==> src/rtl/cla_multiword_seq_pkg.sv <==
// Shared types and helpers for the multi-word CLA add/subtract sequencer.
package cla_multiword_seq_pkg;

  localparam int BYTE_W = 8;

  typedef enum logic [1:0] {
    ST_IDLE = 2'd0,
    ST_RUN  = 2'd1,
    ST_DONE = 2'd2
  } state_t;

  // Sum-of-products lookahead: c[i+1] = g[i] | p[i]g[i-1] | ... | p[i..0]c0
  function automatic logic [BYTE_W:0] cla_carries(input logic [BYTE_W-1:0] g,
                                                  input logic [BYTE_W-1:0] p,
                                                  input logic c0);
    logic [BYTE_W:0] c;
    logic acc;
    logic prod;
    c = {(BYTE_W+1){1'b0}};
    c[0] = c0;
    for (int i = 0; i < BYTE_W; i++) begin
      acc  = 1'b0;
      prod = 1'b1;
      for (int j = i; j >= 0; j--) begin
        acc  = acc | (g[j] & prod);
        prod = prod & p[j];
      end
      c[i+1] = acc | (c0 & prod);
    end
    return c;
  endfunction

endpackage

==> src/rtl/cla_multiword_seq_cla8.sv <==
// 8-bit carry-lookahead adder; the only arithmetic path of the sequencer.
module cla_multiword_seq_cla8
  import cla_multiword_seq_pkg::*;
(
  input  logic [7:0] a,
  input  logic [7:0] b,
  input  logic       cin,
  output logic [7:0] sum,
  output logic       cout
);

  logic [7:0] g;
  logic [7:0] p;
  logic [8:0] c;

  // Generate/propagate, lookahead carries, then sum bits
  always_comb begin
    g    = a & b;
    p    = a ^ b;
    c    = cla_carries(g, p, cin);
    sum  = p ^ c[7:0];
    cout = c[8];
  end

endmodule

==> src/rtl/cla_multiword_seq.sv <==
// Multi-precision add/subtract: streams NBYTES-wide operands through one
// shared 8-bit CLA adder, LSB byte first, with the carry held in a register.
module cla_multiword_seq
  import cla_multiword_seq_pkg::*;
#(
  parameter int NBYTES = 4
) (
  input  logic                  clk,
  input  logic                  rst,
  input  logic                  in_valid,
  output logic                  in_ready,
  input  logic                  op_sub,
  input  logic [8*NBYTES-1:0]   a,
  input  logic [8*NBYTES-1:0]   b,
  output logic                  out_valid,
  input  logic                  out_ready,
  output logic [8*NBYTES-1:0]   result,
  output logic                  cout,
  output logic                  ovf
);

  localparam int W    = 8 * NBYTES;
  localparam int IDXW = (NBYTES > 1) ? $clog2(NBYTES) : 1;
  localparam logic [IDXW-1:0] LAST_IDX = IDXW'(NBYTES - 1);

  state_t          state_r;
  state_t          next_state;
  logic [W-1:0]    a_r;
  logic [W-1:0]    b_r;
  logic            carry_r;
  logic [IDXW-1:0] idx_r;
  logic [7:0]      byte_a;
  logic [7:0]      byte_b;
  logic [7:0]      byte_sum;
  logic            byte_cout;
  logic            last_byte;
  logic            accept;

  assign byte_a    = a_r[BYTE_W*idx_r +: BYTE_W];
  assign byte_b    = b_r[BYTE_W*idx_r +: BYTE_W];
  assign last_byte = (idx_r == LAST_IDX);
  assign in_ready  = (state_r == ST_IDLE);
  assign out_valid = (state_r == ST_DONE);
  assign accept    = in_valid & in_ready;

  cla_multiword_seq_cla8 u_cla8 (
    .a    (byte_a),
    .b    (byte_b),
    .cin  (carry_r),
    .sum  (byte_sum),
    .cout (byte_cout)
  );

  // State register
  always_ff @(posedge clk or posedge rst) begin
    if (rst) begin
      state_r <= ST_IDLE;
    end else begin
      state_r <= next_state;
    end
  end

  // Next-state decode
  always_comb begin
    next_state = state_r;
    case (state_r)
      ST_IDLE: begin
        if (accept) next_state = ST_RUN;
        else        next_state = ST_IDLE;
      end
      ST_RUN: begin
        if (last_byte) next_state = ST_DONE;
        else           next_state = ST_RUN;
      end
      ST_DONE: begin
        if (out_ready) next_state = ST_IDLE;
        else           next_state = ST_DONE;
      end
      default: next_state = ST_IDLE;
    endcase
  end

  // Operand capture, per-byte accumulation and final flag registration
  always_ff @(posedge clk or posedge rst) begin
    if (rst) begin
      a_r     <= {W{1'b0}};
      b_r     <= {W{1'b0}};
      carry_r <= 1'b0;
      idx_r   <= {IDXW{1'b0}};
      result  <= {W{1'b0}};
      cout    <= 1'b0;
      ovf     <= 1'b0;
    end else begin
      case (state_r)
        ST_IDLE: begin
          if (accept) begin
            a_r     <= a;
            // Subtract is a + ~b + 1: invert here, inject the 1 as carry-in
            b_r     <= op_sub ? ~b : b;
            carry_r <= op_sub;
            idx_r   <= {IDXW{1'b0}};
            result  <= {W{1'b0}};
          end
        end
        ST_RUN: begin
          result[BYTE_W*idx_r +: BYTE_W] <= byte_sum;
          carry_r <= byte_cout;
          if (last_byte) begin
            idx_r <= {IDXW{1'b0}};
            cout  <= byte_cout;
            ovf   <= (a_r[W-1] == b_r[W-1]) & (byte_sum[7] != a_r[W-1]);
          end else begin
            idx_r <= idx_r + 1'b1;
          end
        end
        ST_DONE: begin
          carry_r <= carry_r;
        end
        default: begin
          carry_r <= 1'b0;
        end
      endcase
    end
  end

endmodule
==> config.mk <==
export PLATFORM = sky130hd
export DESIGN_NAME = cla_multiword_seq
export DESIGN_NICKNAME = d
export VERILOG_FILES = /design/src/rtl/cla_multiword_seq_pkg.sv /design/src/rtl/cla_multiword_seq_cla8.sv /design/src/rtl/cla_multiword_seq.sv
export SDC_FILE = /design/constraint.sdc
export NUM_CORES = 1
export LEC_CHECK = 0
export ABC_AREA = 1
export CAP_MARGIN = 10
export CORE_MARGIN = 5
export CORE_UTILIZATION = 48
export CTS_CLUSTER_SIZE = 10
export DETAILED_ROUTE_END_ITERATION = 10
export GPL_TIMING_DRIVEN = 0
export PLACE_DENSITY = 0.74
export SYNTH_ARGS = -nofsm -noshare
export SYNTH_HDL_FRONTEND = slang
export SYNTH_HIERARCHICAL = 1
export SYNTH_SLANG_ARGS = --single-unit
==> constraint.sdc <==
create_clock -name clk -period 3.7 [get_ports clk]
set_clock_uncertainty 0.15 [all_clocks]
set_input_delay 0.74 -clock clk [delete_from_list [all_inputs] [get_ports clk]]
set_output_delay 0.74 -clock clk [all_outputs]
set_load 0.05 [all_outputs]
==> results list, run 1 <==
- The flow ran to the end, and the final reports show no timing, DRC or antenna violations.
* Clk network pwr share: 12.8%
- Main synth FF type: dfrtp_1
- Post-CTS repair timing setup buffer count: 0
- Worst Path Arrival: 3240 ps
* Post-synthesis share of cell area spent on full adders, half adders and majority gates: 3.502%
- Die Width: 117.8 um
- Leakage power: 3.777 nW
- Number of antenna violations at the first check in global routing: 0
- Worst min-delay path class: flop to flop
- The via count of the first global-routing pass was 5016.
- For the finished layout, the period the worst path requires is 3105 ps.
* Combinational Power Share: 60.0%
- For this design the top-level I/O count stands at 105.
* Fraction of the yosys area taken by sequential cells: 46.25%
- The worst pin sits at a relative slew slack of 51.00%.
- Crit path max fanout: 12
* Unrepaired setup endpoints after global routing: false
- Final-report setup violation count: 0
- Hold repair after CTS inserted 0 buffers.
- For this configuration, the core starts out at a cell density of 48.81%.
- Max Transition Viols Final: 0
- Dividing the detail-routed wire length by the instance count gives 14.79 um.
* VDD IR max: 0.4619 mV
- The cell area that synthesis handed to floorplanning was 0.005573 mm^2.
- Number of placement rows: 39
- For this design, the sink count on the clock tree is 103.
- The clock tree synthesis step divided the H-tree into 3 levels.
- Entering global routing, the biggest net connects 59 pins.
- The completed layout was analyzed and its total power is 7.005 mW.
- Proportion of synthesized flip-flops having asynchronous set or reset: 100.0%
- Share of post-route cells with drive strength above 1: 7.262%
- The worst setup path is launched from a flop.
- After detailed routing, the total wire length is 14540 um.
* Number of maximum-capacitance constraint violations: 0
- The HPWL after detailed placement is 11330 um.
- The synthesized netlist devotes 4.535% of its cell area to compound gates.
- By startpoint and endpoint, the worst setup path is classified as flop to flop.
* Pre-CTS setup slack: 679.9 ps
- Share of synthesized area spent on multiplexers: 0%
- In this run the deepest clock path goes through 2 buffers.
- Once routing completed, OpenROAD measured the worst setup slack at 595.2 ps.
* Main combinational cell family by area after synthesis: simple AND/OR/NAND/NOR gates
- Worst slew pin tran: 734.9 ps
* Core Region: 0.01142 mm^2
* Xor and xnor fraction of the mapped netlist area: 5.658%
- The cell sitting at the root of the clock tree is a clkbuf_16.
- DRC violation count after routing: 0
- Overflow after GRT: 0
- Derived from the worst setup path, the maximum achievable clock frequency is 0.3221 GHz.
- Clock Latency Late Sink: 350 ps
* YS warnings: 6
- CP Data Required Time: 3840 ps
- The first routing iteration left 319 violations.
- Fin. Hold Viols: 0
* Die area: 0.01387 mm^2
- Of the total power, registers draw 27.3%.
* Post-synth EDFFs: 0
- Of the available clock period, the critical path in the final layout requires 83.91%.
* Syn Inst Count: 720
* Ant. Diodes: 0
- The first global-routing pass estimated 24430 um of wire.
* Number of storage elements in the synthesis netlist: 103
- IO Port Bufs: 103
- Routability-driven placement finished with a final weighted congestion of 0.9102.
* Synthesized-area fraction occupied by and/or/nand/nor cells: 32.58%
* Overall track demand over capacity in global routing: 21.38%
* Average cell area after synthesis: 7.740 um^2
* Number of vias after detailed routing: 4929
- Clock tree synthesis inserted a total of 9 buffers.
* Chip Height: 117.8 um
- Total power per unit cell area: 986.8 mW/mm^2
- Switching part of the total power: 49.97%
- The first detailed-routing pass took 7 iterations.
- Number of cells upsized or downsized after cts: 0
- Layout-stage area growth over the synthesis result: 27.37%
* Switch Pwr: 3.500 mW
- Internal power comes to 3.504 mW.
* Final nets: 919
- Synthesis instantiated 27 different standard cells from the library.
- Net count after synthesis: 804
- Clock-pin slew was measured on the worst setup and hold paths at 70 ps.
* Sort of element at the end of the critical path: flop
- Once detail routing completed, the nets flagged for antenna violations numbered 0.
* Clock tree from TritonCTS: yes
- Number of vias per cell after detailed routing: 5.014
[layout by cell type, fill, tap and decap left out, types with 13 or more instances in the layout]
cell type | netlist | layout
nand2_1 | 329 | 329
nand3_1 | 44 | 44
xor2_1 | 34 | 34
o211ai_1 | 18 | 18
ha_1 | 14 | 14
nor2_1 | 41 | 41
dfrtp_1 | 103 | 103
clkdlybuf4s50_1 | 0 | 103
inv_1 | 50 | 49
o21ai_0 | 17 | 17
buf_2 | 13 | 13
[synth_stat cells, types with 5 or more instances]
cell,count,area (um^2)
nand2_1,329,1235
dfrtp_1,103,2577
inv_1,50,187.7
nand3_1,44,220.2
nor2_1,41,153.9
xor2_1,34,297.8
o211ai_1,18,135.1
o21ai_0,17,85.08
ha_1,14,175.2
buf_2,13,65.06
nand4_1,10,62.56
buf_6,9,101.4
clkbuf_1,8,30.03
nand3_2,5,50.05
[critical path, stage by stage (launching register included)]
cell and delay [ps]:
dfrtp_1 480, inv_1 140, clkbuf_1 470, o211ai_1 240, nand2_1 180, ha_1 260
nand3_1 120, nand3_2 100, nand2_1 90, nand2_2 60, nand2_1 70, nand2_1 50
nor2_1 200, nand2_1 130, nor2_1 140, nand2_1 80, nand2_1 60
[cell families (layout without fill, tap and decap cells)]
group                    Yosys count  in the layout
XOR/XNOR                          36             36
AO/OA/AOI/OAI                     41             41
adder cells (fa/ha/maj)           15             15
AND/OR/NAND/NOR                  440            440
flip-flops                       103            103
buffers and inverters             85            205
[registers in the layout, summed over array words and instances, names as in the netlist]
signal,flops
idx_r,2
carry_r,1
cout,1
state_r,2
result,32
ovf,1
a_r,32
b_r,32
[cell type report]
cell class | instances | area [um^2]
timing repair buffer | 104 | 1059
tap | 143 | 178.9
sequential | 103 | 2577
buffer | 33 | 219.0
clock buffer | 11 | 252.7
fill | 1018 | 4320
multi-input combinational | 532 | 2579
inverter | 52 | 200.2
clock inverter | 5 | 32.53
[final timing paths]
kind                                      start                     end  slack [ps]  cells past startpoint
setup reg to reg           idx_r[1]$_DFFE_PP0P_  result[30]$_DFFE_PP0P_         600                     16
hold reg to reg             b_r[29]$_DFFE_PP0N_     b_r[29]$_DFFE_PP0N_         330                      2
min in group asynchronous                   rst  result[26]$_DFFE_PP0P_         730                      2
max in group asynchronous                   rst     b_r[28]$_DFFE_PP0N_        1990                      3
setup / recovery           idx_r[1]$_DFFE_PP0P_  result[30]$_DFFE_PP0P_         600                     16
hold / removal              b_r[29]$_DFFE_PP0N_     b_r[29]$_DFFE_PP0N_         330                      2
[through the flow]
| step | util (%) | TNS, ps | hold WS (ps) | area [um^2] | instances |
|---|---|---|---|---|---|
| 2_1_floorplan | - | 0 | 293.6 | 5573 | 720 |
| 3_3_place_gp | 59.40 | -133960 | 308.6 | 6783 | 966 |
| 3_5_place_dp | 59.66 | 0 | 314.0 | 6813 | 967 |
| 4_1_cts | 62.16 | 0 | 332.1 | 7098 | 983 |
| 5_1_grt | 62.16 | 0 | 351.6 | 7098 | 983 |
| 6_report | 62.16 | 0 | 326.9 | 7098 | 983 |
[metal layers]
layer / GRT usage [%] / vias up / routed length (um)
met2: 35.04 / 168 / 6999
met3: 3.508 / 27 / 788
met1: 28.15 / 2272 / 6367
met4: 8.889 / 0 / 386
li1: - / 2462 / -
met5: 0 / - / 0
[power groups by stage]
stage	combinational [mW]	sequential [mW]	clock (mW)
floorplan	2.59	2.25	0
global placement	4.04	1.91	0
detailed placement	4.15	1.92	0
CTS	4.17	1.91	0.910
global route	4.61	1.96	0.960
finish	4.20	1.91	0.896
No activity file was read; power rests on OpenSTA's default activity.
==> run 2: changes to the inputs <==
Settings changed: CORE_UTILIZATION 48 to 50.
Clock period 3.7 ns to 3.2 ns, I/O delays scaled along.
==> results list, run 2 (synthesis results as in run 1) <==
* H-Tree Level Count: 3
* Number of maximum-capacitance constraint violations: 0
- Hold WS: 333.7 ps
* Mean routed wirelength per cell: 14.76 um
- The run finished with clean final reports.
* Number of antenna violations at the first check in global routing: 0
* Clk sink count: 103
- Dividing total power by cell area gives a power density of 1125 mW/mm^2.
- The floorplan step set the die height to 115.6 um.
- For the worst flop-to-flop path, the logic depth is 18.
- For this design the static power due to leakage is 3.756 nW.
- Pin count of the biggest net entering global routing: 40
* Number of vias after detailed routing: 4954
- Final-layout setup total negative slack: 0 ps
- The most numerous cell type found on the critical path is nand2_1.
- The tree is rooted in a clkbuf_8.
- The post-route netlist has 7.729% of its cells at a drive strength greater than 1.
- The via count of the first global-routing pass is 4779.
- IO Port Bufs: 103
* Top-Level Pins: 105
* Critical path endpoint: result[14]$_DFFE_PP0P_
- Die area: 0.01336 mm^2
* Final antenna-violating net count: 0
- TritonCTS built the clock tree.
- Setup repair after global routing left no endpoint under its margin.
* Cells along the critical path: inv_1 -> buf_2 -> clkbuf_4 -> nand2_1 -> o211ai_1 -> nand2_1 -> ha_1 -> nand3_1 -> nand3_2 -> nand2_1 -> nand2_2 -> nand2_1 -> nand2_1 -> nor2_1 -> nand2_1 -> nor2_1 -> nand2_1 -> nand2_1
* Number of placement rows: 38
* Layout-stage area growth over the synthesis result: 26.56%
- In this run the worst setup path begins at idx_r[0]$_DFFE_PP0P_.
- Ant. Diodes: 0
* DRC violation count after routing: 0
- Largest registers: a_r (32), b_r (32), result (32)
* Max Transition Viols Final: 0
- Final nets: 920
* Sort of element at the end of the critical path: flop
- The total overflow left after global routing is 0.
* Number of vias per cell after detailed routing: 5.050
- Clock tree buffer depth: 2
* R2R setup slack: 170 ps
- The largest individual stage delay along the critical path comes from the cell dfrtp_1.
- The kind of cell with the highest combined delay along the critical path is simple AND/OR/NAND/NOR gates.
- Critical path start-end classification: flop to flop
- R2R Path End: result[14]$_DFFE_PP0P_
- Clock Latency Late Sink: 390 ps
* Final-report setup violation count: 0
- Clock-pin slew was measured on the worst setup and hold paths at 90 ps.
- First-pass GRT wire length: 23230 um
* Number of buffer and inverter instances along the worst setup path: 3
- Leaving out fill and tap cells, the most frequent cell in the layout is nand2_1.
- In this run the worst hold path is classified as flop to flop.
- GP Congestion: 0.9514
- Total Wirelength: 14480 um
- The worst pin sits at a relative slew slack of 42.52%.
- Static timing analysis puts the maximum clock frequency at 0.3302 GHz.
* CP Launch Type: flop
- In this run the critical register-to-register path is launched from idx_r[0]$_DFFE_PP0P_.
* CP Data Required Time: 3370 ps
- Number of clock buffers inserted by TritonCTS: 9
- The critical path crosses 18 cells after its start point.
* Worst Path Arrival: 3200 ps
- Starting Density: 51.18%
- For the pin with the worst max-slew slack, the measured transition is 860.5 ps.
* Post-Route Utilization: 64.78%
- Summed over all nets, the half-perimeter wirelength after detailed placement is 11230 um.
* Highest cell delay on the worst timing path: 460 ps
- In the layout the commonest cells are nand2_1, dfrtp_1, clkdlybuf4s50_1, inv_1, nand3_1.
- Number of non-filler instances in the completed layout: 981
- First-pass detailed-route iteration total: 6
- In this run the worst path has a maximum fanout of 10.
* Core Region: 0.01089 mm^2
* Crit path time final: 3029 ps
- For this block, the initial DRC count from the detailed router was 296.
- Across every metal layer, demand over resource in global routing totals 22.32%.
* VDD IR max: 0.5181 mV
- In this run the horizontal extent of the chip is 115.6 um.
- Fin crit share: 94.65%
* Total power draw: 7.933 mW
- In this run, placement finished with an instance count of 965.
- The final hold violation count was 0.
==> run 2: power by group <==
part	internal, mW	total (mW)	leakage (nW)	switching [mW]
clock network	0.462	0.918	0.110	0.456
logic	1.63	4.82	2.32	3.19
registers	1.85	2.20	1.32	0.342
total	3.94	7.93	3.76	3.99
==> run 2: area by class of cell <==
| cell class | instances | area [um^2] |
|---|---|---|
| tap | 140 | 175.2 |
| timing repair buffer | 105 | 1071 |
| fill | 978 | 3835 |
| clock buffer | 11 | 141.4 |
| buffer | 33 | 226.5 |
| sequential | 103 | 2577 |
| multi-input combinational | 532 | 2579 |
| inverter | 52 | 201.4 |
| clock inverter | 5 | 81.33 |
==> run 2: worst register-to-register path, cell delays in order, from the launching register on <==
cell      delay (ps)
dfrtp_1          460
inv_1            120
buf_2            230
clkbuf_4         250
nand2_1           70
o211ai_1         140
nand2_1          110
ha_1             370
nand3_1          130
nand3_2          100
nand2_1           90
nand2_2           70
nand2_1           60
nand2_1           40
nor2_1           190
nand2_1          110
nor2_1           150
nand2_1           80
nand2_1           60
==> run 2: how the worst min path moves through the flow <==
stage / from / to / cells past startpoint
6_report: b_r[30]$_DFFE_PP0N_ / b_r[30]$_DFFE_PP0N_ / 2
5_1_grt: a_r[2]$_DFFE_PP0N_ / a_r[2]$_DFFE_PP0N_ / 2
4_1_cts: b_r[28]$_DFFE_PP0N_ / b_r[28]$_DFFE_PP0N_ / 2
3_5_place_dp: b_r[28]$_DFFE_PP0N_ / b_r[28]$_DFFE_PP0N_ / 2
3_3_place_gp: b_r[28]$_DFFE_PP0N_ / b_r[28]$_DFFE_PP0N_ / 2
2_1_floorplan: a_r[24]$_DFFE_PP0N_ / a_r[24]$_DFFE_PP0N_ / 2
==> run 2: metal layers <==
metal | routed length, um | vias up | GRT usage [%] | part of all wire (%)
met1 | 6438 | 2317 | 29.17 | 44
li1 | - | 2476 | - | -
met4 | 289 | 0 | 8.138 | 2.0
met3 | 640 | 21 | 3.029 | 4.4
met2 | 7106 | 140 | 38.08 | 49
met5 | 0 | - | 0 | 0
==> run 2: repair_timing <==
| action | CTS | global route |
|---|---|---|
| hold buffers | 0 | 0 |
| gates resized for setup | 0 | 9 |
| buffers inserted | 0 | 0 |
| setup endpoints to repair | 0 | 6 |
==> run 2: per-stage QoR <==
step	setup slack [ps]	cell area, um^2
after floorplan	768.1	5577
after global placement	189.8	6783
after detailed placement	152.4	6823
after CTS	128.2	7046
after global routing	5.430	7053
final	171.3	7053
